<file path="src/rtl/mvau_wstream_pkg.sv">
// Shared types and width helpers for the MVAU weight streamer.
package mvau_wstream_pkg;

  typedef enum logic [1:0] {IDLE, RUN, DRAIN, DONE} state_t;

  function automatic int word_w(input int pe, input int simd, input int tw);
    return pe * simd * tw;
  endfunction

  // Rep counter holds 0..NUM_REPS-1; sized with headroom so NUM_REPS=1 still gets 1 bit.
  function automatic int rep_w(input int num_reps);
    return $clog2(num_reps + 1);
  endfunction

endpackage

</file>
<file path="src/rtl/mvau_wstream_skid.sv">
// Two-entry registered skid buffer; output is a register, 1 cycle in to out.
// Backpressure: holds up to 2 words; 'space' also counts the word arriving this cycle.
module mvau_wstream_skid #(
  parameter int W = 8
) (
  input  logic         aclk,
  input  logic         aresetn,
  input  logic         in_vld,
  input  logic [W-1:0] in_dat,
  output logic         out_vld,
  output logic [W-1:0] out_dat,
  input  logic         out_rdy,
  output logic         space
);

  logic [1:0]   cnt;
  logic [W-1:0] ent1;
  logic         pop;

  assign out_vld = (cnt != 2'd0);
  assign pop     = out_vld && out_rdy;
  // A read issued now lands one cycle later, so occupancy after this edge must leave a slot.
  assign space   = ({1'b0, cnt} + {2'b00, in_vld} - {2'b00, pop}) <= 3'd1;

  always_ff @(posedge aclk or negedge aresetn) begin
    if (!aresetn) begin
      cnt     <= 2'd0;
      out_dat <= '0;
      ent1    <= '0;
    end else begin
      case ({in_vld, pop})
        2'b10: begin
          if (cnt == 2'd0) out_dat <= in_dat;
          else             ent1    <= in_dat;
          cnt <= cnt + 2'd1;
        end
        2'b01: begin
          out_dat <= ent1;
          cnt     <= cnt - 2'd1;
        end
        2'b11: begin
          if (cnt == 2'd2) begin
            out_dat <= ent1;
            ent1    <= in_dat;
          end else begin
            out_dat <= in_dat;
          end
        end
        default: ;
      endcase
    end
  end

endmodule

</file>
<file path="src/rtl/mvau_weight_stream.sv">
// Weight RAM + address sequencer replaying WMEM_DEPTH words NUM_REPS times onto AXI-Stream.
// First tvalid 2 cycles after start; a read is issued only when the skid buffer can absorb it.
module mvau_weight_stream
  import mvau_wstream_pkg::*;
#(
  parameter int PE            = 2,
  parameter int SIMD          = 2,
  parameter int TW            = 1,
  parameter int WMEM_DEPTH    = 4,
  parameter int WMEM_ADDR_BW  = (WMEM_DEPTH > 1) ? $clog2(WMEM_DEPTH) : 1,
  parameter int NUM_REPS      = 4,
  parameter int RUNTIME_WRITE = 1,
  parameter     INIT_FILE     = ""
) (
  input  logic                    aclk,
  input  logic                    aresetn,
  input  logic                    start,
  output logic                    busy,
  output logic                    done,
  output logic [PE*SIMD*TW-1:0]   m_axis_tdata,
  output logic                    m_axis_tvalid,
  input  logic                    m_axis_tready,
  output logic                    m_axis_tlast,
  input  logic                    wr_en,
  input  logic [WMEM_ADDR_BW-1:0] wr_addr,
  input  logic [PE*SIMD*TW-1:0]   wr_data,
  output logic                    wr_err
);

  localparam int WORD_W = word_w(PE, SIMD, TW);
  localparam int REP_W  = rep_w(NUM_REPS);
  localparam logic [WMEM_ADDR_BW-1:0] LAST_ADDR = WMEM_ADDR_BW'(WMEM_DEPTH - 1);
  localparam logic [REP_W-1:0]        LAST_REP  = REP_W'(NUM_REPS - 1);

  (* ram_style = "auto" *) logic [WORD_W-1:0] mem [WMEM_DEPTH];

  state_t                  state;
  logic [WMEM_ADDR_BW-1:0] rd_addr;
  logic [REP_W-1:0]        rep;
  logic [WORD_W-1:0]       rd_data;
  logic                    rd_vld;
  logic                    rd_last;
  logic                    space;
  logic                    issue;
  logic                    beat;
  logic                    wr_ok;

  assign issue = (state == RUN) && space;
  assign beat  = m_axis_tvalid && m_axis_tready;
  // Writes only while idle, which also rules out read/write collisions on the RAM.
  assign wr_ok = (RUNTIME_WRITE != 0) && wr_en && !busy && (int'(wr_addr) < WMEM_DEPTH);

  always_ff @(posedge aclk) begin
    if (wr_ok) mem[wr_addr] <= wr_data;
    if (issue) rd_data <= mem[rd_addr];
  end

  always_ff @(posedge aclk or negedge aresetn) begin
    if (!aresetn) begin
      state   <= IDLE;
      rd_addr <= '0;
      rep     <= '0;
      busy    <= 1'b0;
      done    <= 1'b0;
      wr_err  <= 1'b0;
      rd_vld  <= 1'b0;
      rd_last <= 1'b0;
    end else begin
      done    <= 1'b0;
      wr_err  <= (RUNTIME_WRITE != 0) && wr_en && busy;
      rd_vld  <= issue;
      rd_last <= issue && (rd_addr == LAST_ADDR) && (rep == LAST_REP);
      case (state)
        IDLE: begin
          if (start) begin
            state   <= RUN;
            busy    <= 1'b1;
            rd_addr <= '0;
            rep     <= '0;
          end
        end
        RUN: begin
          if (issue) begin
            if (rd_addr == LAST_ADDR) begin
              rd_addr <= '0;
              if (rep == LAST_REP) state <= DRAIN;
              else                 rep   <= rep + 1'b1;
            end else begin
              rd_addr <= rd_addr + 1'b1;
            end
          end
        end
        DRAIN: begin
          if (beat && m_axis_tlast) begin
            state <= DONE;
            busy  <= 1'b0;
            done  <= 1'b1;
          end
        end
        DONE:    state <= IDLE;
        default: state <= IDLE;
      endcase
    end
  end

  mvau_wstream_skid #(.W(WORD_W + 1)) u_skid (
    .aclk    (aclk),
    .aresetn (aresetn),
    .in_vld  (rd_vld),
    .in_dat  ({rd_last, rd_data}),
    .out_vld (m_axis_tvalid),
    .out_dat ({m_axis_tlast, m_axis_tdata}),
    .out_rdy (m_axis_tready),
    .space   (space)
  );

endmodule

</file>
<file path="config.mk">
export PLATFORM = sky130hd
export DESIGN_NAME = mvau_weight_stream
export DESIGN_NICKNAME = d
export VERILOG_FILES = /design/src/rtl/mvau_wstream_pkg.sv /design/src/rtl/mvau_wstream_skid.sv /design/src/rtl/mvau_weight_stream.sv
export SDC_FILE = /design/constraint.sdc
export NUM_CORES = 1
export LEC_CHECK = 0
export ABC_AREA = 1
export CAP_MARGIN = 20
export CORE_MARGIN = 1.5
export CORE_UTILIZATION = 55
export CTS_BUF_LIST = sky130_fd_sc_hd__clkbuf_8
export DETAILED_ROUTE_END_ITERATION = 10
export GPL_TIMING_DRIVEN = 1
export HOLD_SLACK_MARGIN = 0.12
export PLACE_DENSITY_LB_ADDON = 0.15
export SETUP_SLACK_MARGIN = 0.1
export SLEW_MARGIN = 20
export SYNTH_ARGS = -nofsm -noshare
export SYNTH_HDL_FRONTEND = slang
export SYNTH_SLANG_ARGS = --single-unit
</file>
<file path="constraint.sdc">
create_clock -name aclk -period 2.6 [get_ports aclk]
set_input_delay 0.52 -clock aclk [delete_from_list [all_inputs] [get_ports aclk]]
set_output_delay 0.52 -clock aclk [all_outputs]
set_load 0.05 [all_outputs]
</file>
Word-level counts from Yosys, hierarchy flattened
Memory sizes are Yosys's and may differ from the RTL's. A register that Yosys moved wholly into a read port is not among the register bits. Index checks and enable logic that the tools add are counted.

Reductions and logical operators: 22. Eq/ne operators: 18. $lt $le $gt $ge: 1. Mux-type cells: 29. $add $sub $neg: 6.

Operators by type and width (count): 5-bit two-way mux (4); 2-bit two-way mux (8); 5-bit one-hot mux with 3 select lines (1); 2-bit equality test, second input constant (6); 3-bit two-way mux (4); 2-bit inequality test, second input constant (5); 5-bit one-hot mux with 2 select lines (1); 5-bit AND reduction (2); 2-bit nonzero test (5); 3-bit AND reduction (3); 2-bit by 1-bit inequality test with 1-bit output, second input constant (4); 2-bit one-hot mux with 2 select lines (2); 2-bit one-hot mux with 4 select lines (1); 1-bit logical AND (7); 1-bit two-way mux (6); 3-bit one-hot mux with 2 select lines (1); 2-bit by 1-bit adder with 2-bit output, second input constant (2); 2-bit by 1-bit equality test with 1-bit output, second input constant (2); 2-bit zero test (2); 2-bit by 1-bit adder with 3-bit output (1); 3-bit by 1-bit adder with 3-bit output, second input constant (1); 3-bit by 2-bit equality test with 1-bit output, second input constant (1); 3-bit by 1-bit less-or-equal comparator with 1-bit output, second input constant (1); 3-bit nonzero test (1); 5 further kinds (5).

Memories: 1. Bits in writable memories: 16. Logic and storage cells: 88. Register bits after elaboration: 24.

Memory list: mem (words 4, bits a word 4, rd ports 1, clocked after Yosys merged registers in 1, wr ports 1, line mvau_weight_stream.sv:35) `(* ram_style = "auto" *) logic [WORD_W-1:0] mem [WMEM_DEPTH];`.

Depth between registers and ports, before layout
Depth in word-level cells: 7. Gate-level depth with buffers: 13. Mapped depth without buffers: 13.

Hierarchy
Synthesis repeated with hierarchy kept, for this count alone.

Cell total of the unflattened synthesis: 238. Area total of the unflattened synthesis: 2198.4 um2.

Modules (own cells, without submodules): mvau_weight_stream (instances 1, cells an instance 135, area each 1416.4 um2); mvau_wstream_skid (instances 1, cells an instance 103, area each 782.0 um2).

Worst setup path after synthesis
OpenSTA, ideal clock, no wires.

Path kind: input port to flip-flop. From: input port m_axis_tready. To: register rd_data[0] (read register of mem) (enable). Setup slack: 0.385 ns. Stages on the path: 9. Library setup time: 0.335 ns. Arrival: 1.880 ns. Path through: inv_2 nor2_2 inv_2 o21ai_2 ha_1 fa_1 a21oi_1 nand2_2 nor2_1.

Word-level cells in the longest chain between the ends: 4.

Ends and longest elaborated chain: start: declaration (line mvau_weight_stream.sv:22) `input logic m_axis_tready,`; 1-bit logical AND (line mvau_wstream_skid.sv:21) `assign pop = out_vld && out_rdy;`; 3-bit by 1-bit subtractor with 3-bit output (line mvau_wstream_skid.sv:23) `assign space = ({1'b0, cnt} + {2'b00, in_vld} - {2'b00, pop}) <= 3'd1;`; 3-bit by 1-bit less-or-equal comparator with 1-bit output (line mvau_wstream_skid.sv:23); 1-bit logical AND (line mvau_weight_stream.sv:48) `assign issue = (state == RUN) && space;`; via issue (line mvau_weight_stream.sv:44) `logic issue;`; end: declaration (line mvau_weight_stream.sv:40) `logic [WORD_W-1:0] rd_data;`.

The timed path passes the listed nets, and every way through them passes these cells. A chain may end at the register's enable or synchronous reset.

Worst setup path in the final report
Ends and elaborated chain as after synthesis.

==> impl_metrics.tcl <==
set metrics [dict create \
    vias_per_cell 5.29 \
    slew_viol_final 0 \
    ir_worst_vdd_mv 0.649 \
    antenna_found_initial 0 \
    syn-num-nets 215 \
    ctsResizeCount 0 \
    htreeDepth 2 \
    wl_per_cell_um 13.1 \
    core_area_um2 3440 \
    worstPathArrival_ns 2.39 \
    critPathTopFamily "buffers and inverters" \
    critical_path.max_stage_delay_ns 0.50 \
    grt_overflow 0 \
    place.gp.congestion 0.886 \
    insertion_delay_ns 0.29 \
    synth.top_cells.by_area "dfrtp_1, edfxtp_1, nand2_1" \
    dpl_cell_area_um2 2320 \
    fin_tns_setup_ns 0 \
    synthSimpleGateAreaFrac_pct 20.9 \
    drcViolationCount 0 \
    power_frac_comb_pct 45.5 \
    via_count 1450 \
    holdCritPathClass "register to register" \
    fin_cells 274 \
    p_seq_share_pct 36.8 \
    worstSetupPathType "primary input to register" \
    cts_tree "built" \
    p_leak_nw 1.10 \
    post_cts_buffers 0 \
    ctsHoldBuffers 0 \
    ant_nets 0 \
    grt_pass1_wl_um 6420 \
    layout_min_cycle_time_ns 2.37 \
    intPower_mw 1.69 \
    powerDensity_nw_per_um2 1200 \
    switching_share_pct 42.2 \
    clkTransAtPathRegs_ns 0.08 \
    slowest_stage "clkdlybuf4s50_1" \
    grt_max_degree 25 \
    nets 246 \
    areaGrowthSynthToFinish_pct 20.1 \
    grt_usage_pct 20.5 \
    drt-total-wl_um 3580 \
    startpoint_type "primary input" \
    path_common_cell "inv_2" \
    synth_xor_area_share_pct 0.862 \
    fin_skew_ns 0.00681 \
    maxCapViolations 0 \
    yosys.cell_types.count 28 \
    drive_gt1_share_pct 15.8 \
    slew-limit-headroom_pct 56.1 \
    hold_viol 0 \
    synth_top_family_by_area "simple AND/OR/NAND/NOR gates" \
    clock_power_share_pct 17.8 \
    worst_slew_pin_slew_ns 0.653 \
    place_hpwl_um 2710 \
    total_power_mw 2.92 \
    fmax_mhz 422 \
    p_switching_mw 1.23 \
    ys_warn_count 0 \
    synth_top_area_share_pct 29.5 \
    synth_cells 196 \
    numCtsBuffers 5 \
    io_buffers 19 \
    wl_met3_um 119 \
    pin_count 20 \
    syn_area_um2 2030 \
    pre_cts_ws_ns -0.0987 \
    ys_ff_latch 44 \
    synth_largest_area_cell "dfrtp_1" \
    die-area_um2 4070 \
    drt_iter0_drc 52 \
    rsz0062_at_grt "false" \
    stdcell_area_um2 2440 \
    crit_path_end_kind "register" \
    required_ns 2.62 \
    dp.cells 266 \
    root_buffer "clkbuf_8" \
    fill_cells 263 \
    timing.final.ws_setup_ns 0.229 \
    die_height_um 63.8 \
    status "finished, final reports clean" \
    cp_max_fo 5 \
    cts_sinks 44 \
    wl_met1_um 1540 \
    syn_avg_cell_area_um2 10.4 \
    cp_cell_sequence "clkdlybuf4s50_1 > inv_2 > nor2_2 > inv_2 > o21ai_2 > ha_1 > fa_1 > a21oi_2 > nand2_2 > nor2_1 > buf_4" \
    num_rows 21 \
    cp_num_buf_inv 4 \
    grt_pass1_vias 1513 \
    synth_fa_ha_area_share_pct 5.29 \
    period_share_pct 91.2 \
    wl_met2_um 1830 \
    setup_viol 0 \
    cts_buffer_depth 2 \
    top_layer_used "met4" \
    synth_mux_area_share_pct 0 \
    synth-seq-area-share_pct 59.1 \
    die_w_um 63.8 \
    synth_compound_area_share_pct 8.62 \
    start_util_pct 59.1 \
    first_pass_iters 4 \
    diodes 0 \
]
[cells by family (layout without fill, tap and decap cells)]
logic type | Yosys count | count (layout)
xor+xnor | 2 | 2
buf+inv | 28 | 60
fa+ha+maj | 8 | 8
simple gates | 86 | 86
compound gates | 28 | 28
flops | 44 | 44
[through the flow]
stage / util [%] / hold WS, ns
2_1_floorplan: - / 0.224
3_3_place_gp: 67.4 / 0.460
3_5_place_dp: 67.4 / 0.466
4_1_cts: 70.8 / 0.487
5_1_grt: 70.9 / 0.522
6_report: 70.9 / 0.478
[worst min-delay path, stage by stage, from the launching register on]
cell	delay (ns)
dfrtp_1	0.35
nand2_1	0.05
nand2_1	0.05
[synthesized netlist by cell type]
master and n:
nand2_1 30, nand4_1 6, nor2_2 3, o21ai_2 1, nand3_1 12, nor2_1 17, nand2_4 2, nand3_2 2
fa_1 1, o21ai_1 4, o211ai_1 4, nor3_1 4, nand2_2 6, buf_2 1, xor2_1 2, o211ai_4 1
dfrtp_1 24, edfxtp_1 20, nor2_4 1, ha_1 7, nor3b_1 1, inv_2 5, or2_1 1, nand3b_1 1
o21ai_0 8, a21oi_1 6, o22ai_1 4, inv_1 22
[flip-flops by register name, summed over array words and instances (netlist names)]
name            cells
mem                16
u_skid.ent1         5
u_skid.out_dat      5
rd_data             4
rep                 3
rd_addr             2
state               2
u_skid.cnt          2
busy                1
done                1
rd_last             1
rd_vld              1
wr_err              1
[per-layer routing]
| metal | vias to the layer above | GRT usage, % |
|---|---|---|
| li1 | 720 | - |
| met2 | 31 | 36.7 |
| met1 | 690 | 22.9 |
| met3 | 9 | 3.87 |
| met5 | - | 0 |
| met4 | 0 | 10.9 |
[power by group through the flow]
stage	Combinational, mW	Clock, mW	Sequential [mW]
5_1_grt	1.47	0.560	1.10
3_5_place_dp	1.31	0	1.09
4_1_cts	1.32	0.532	1.07
3_3_place_gp	1.26	0	1.08
6_report	1.33	0.519	1.07
2_1_floorplan	0.793	0	1.23
[final timing paths]
| check | depth (start not counted) | slack [ns] | start | end |
|---|---|---|---|---|
| min reg2reg | 2 | 0.48 | rep[2]$_DFFE_PN0P_ | rep[2]$_DFFE_PN0P_ |
| min | 2 | 0.48 | rep[2]$_DFFE_PN0P_ | rep[2]$_DFFE_PN0P_ |
| max in group asynchronous | 2 | 1.78 | aresetn | rd_addr[0]$_DFFE_PN0P_ |
| min in group asynchronous | 2 | 0.58 | aresetn | u_skid.out_dat[1]$_DFFE_PN0P_ |
| max reg2reg | 11 | 0.37 | u_skid.cnt[0]$_DFFE_PN0P_ | rd_data[0]$_DFFE_PP_ |
| max | 11 | 0.23 | m_axis_tready | rd_data[0]$_DFFE_PP_ |
[cells in the final DEF (no fill, tap or decap), drive strengths merged]
master	instances
a21oi	6
buf	6
bufinv	1
clkbuf	5
clkdlybuf4s50	19
clkinv	2
dfrtp	24
edfxtp	20
fa	1
ha	7
inv	27
nand2	38
nand3	14
nand3b	1
nand4	6
nor2	21
nor3	4
nor3b	1
o211ai	5
o21ai	13
o22ai	4
or2	1
xor2	2
[cell type report]
class | instances | area [um^2] | share of cell area [%]
timing repair buffer | 25 | 235 | 9.64
multi-input combinational | 124 | 729 | 29.9
sequential | 44 | 1200 | 49.2
tap | 46 | 57.6 | 2.36
clock buffer | 5 | 68.8 | 2.82
clock inverter | 3 | 47.5 | 1.95
inverter | 27 | 101 | 4.15
(Power assumes the default switching activity.)
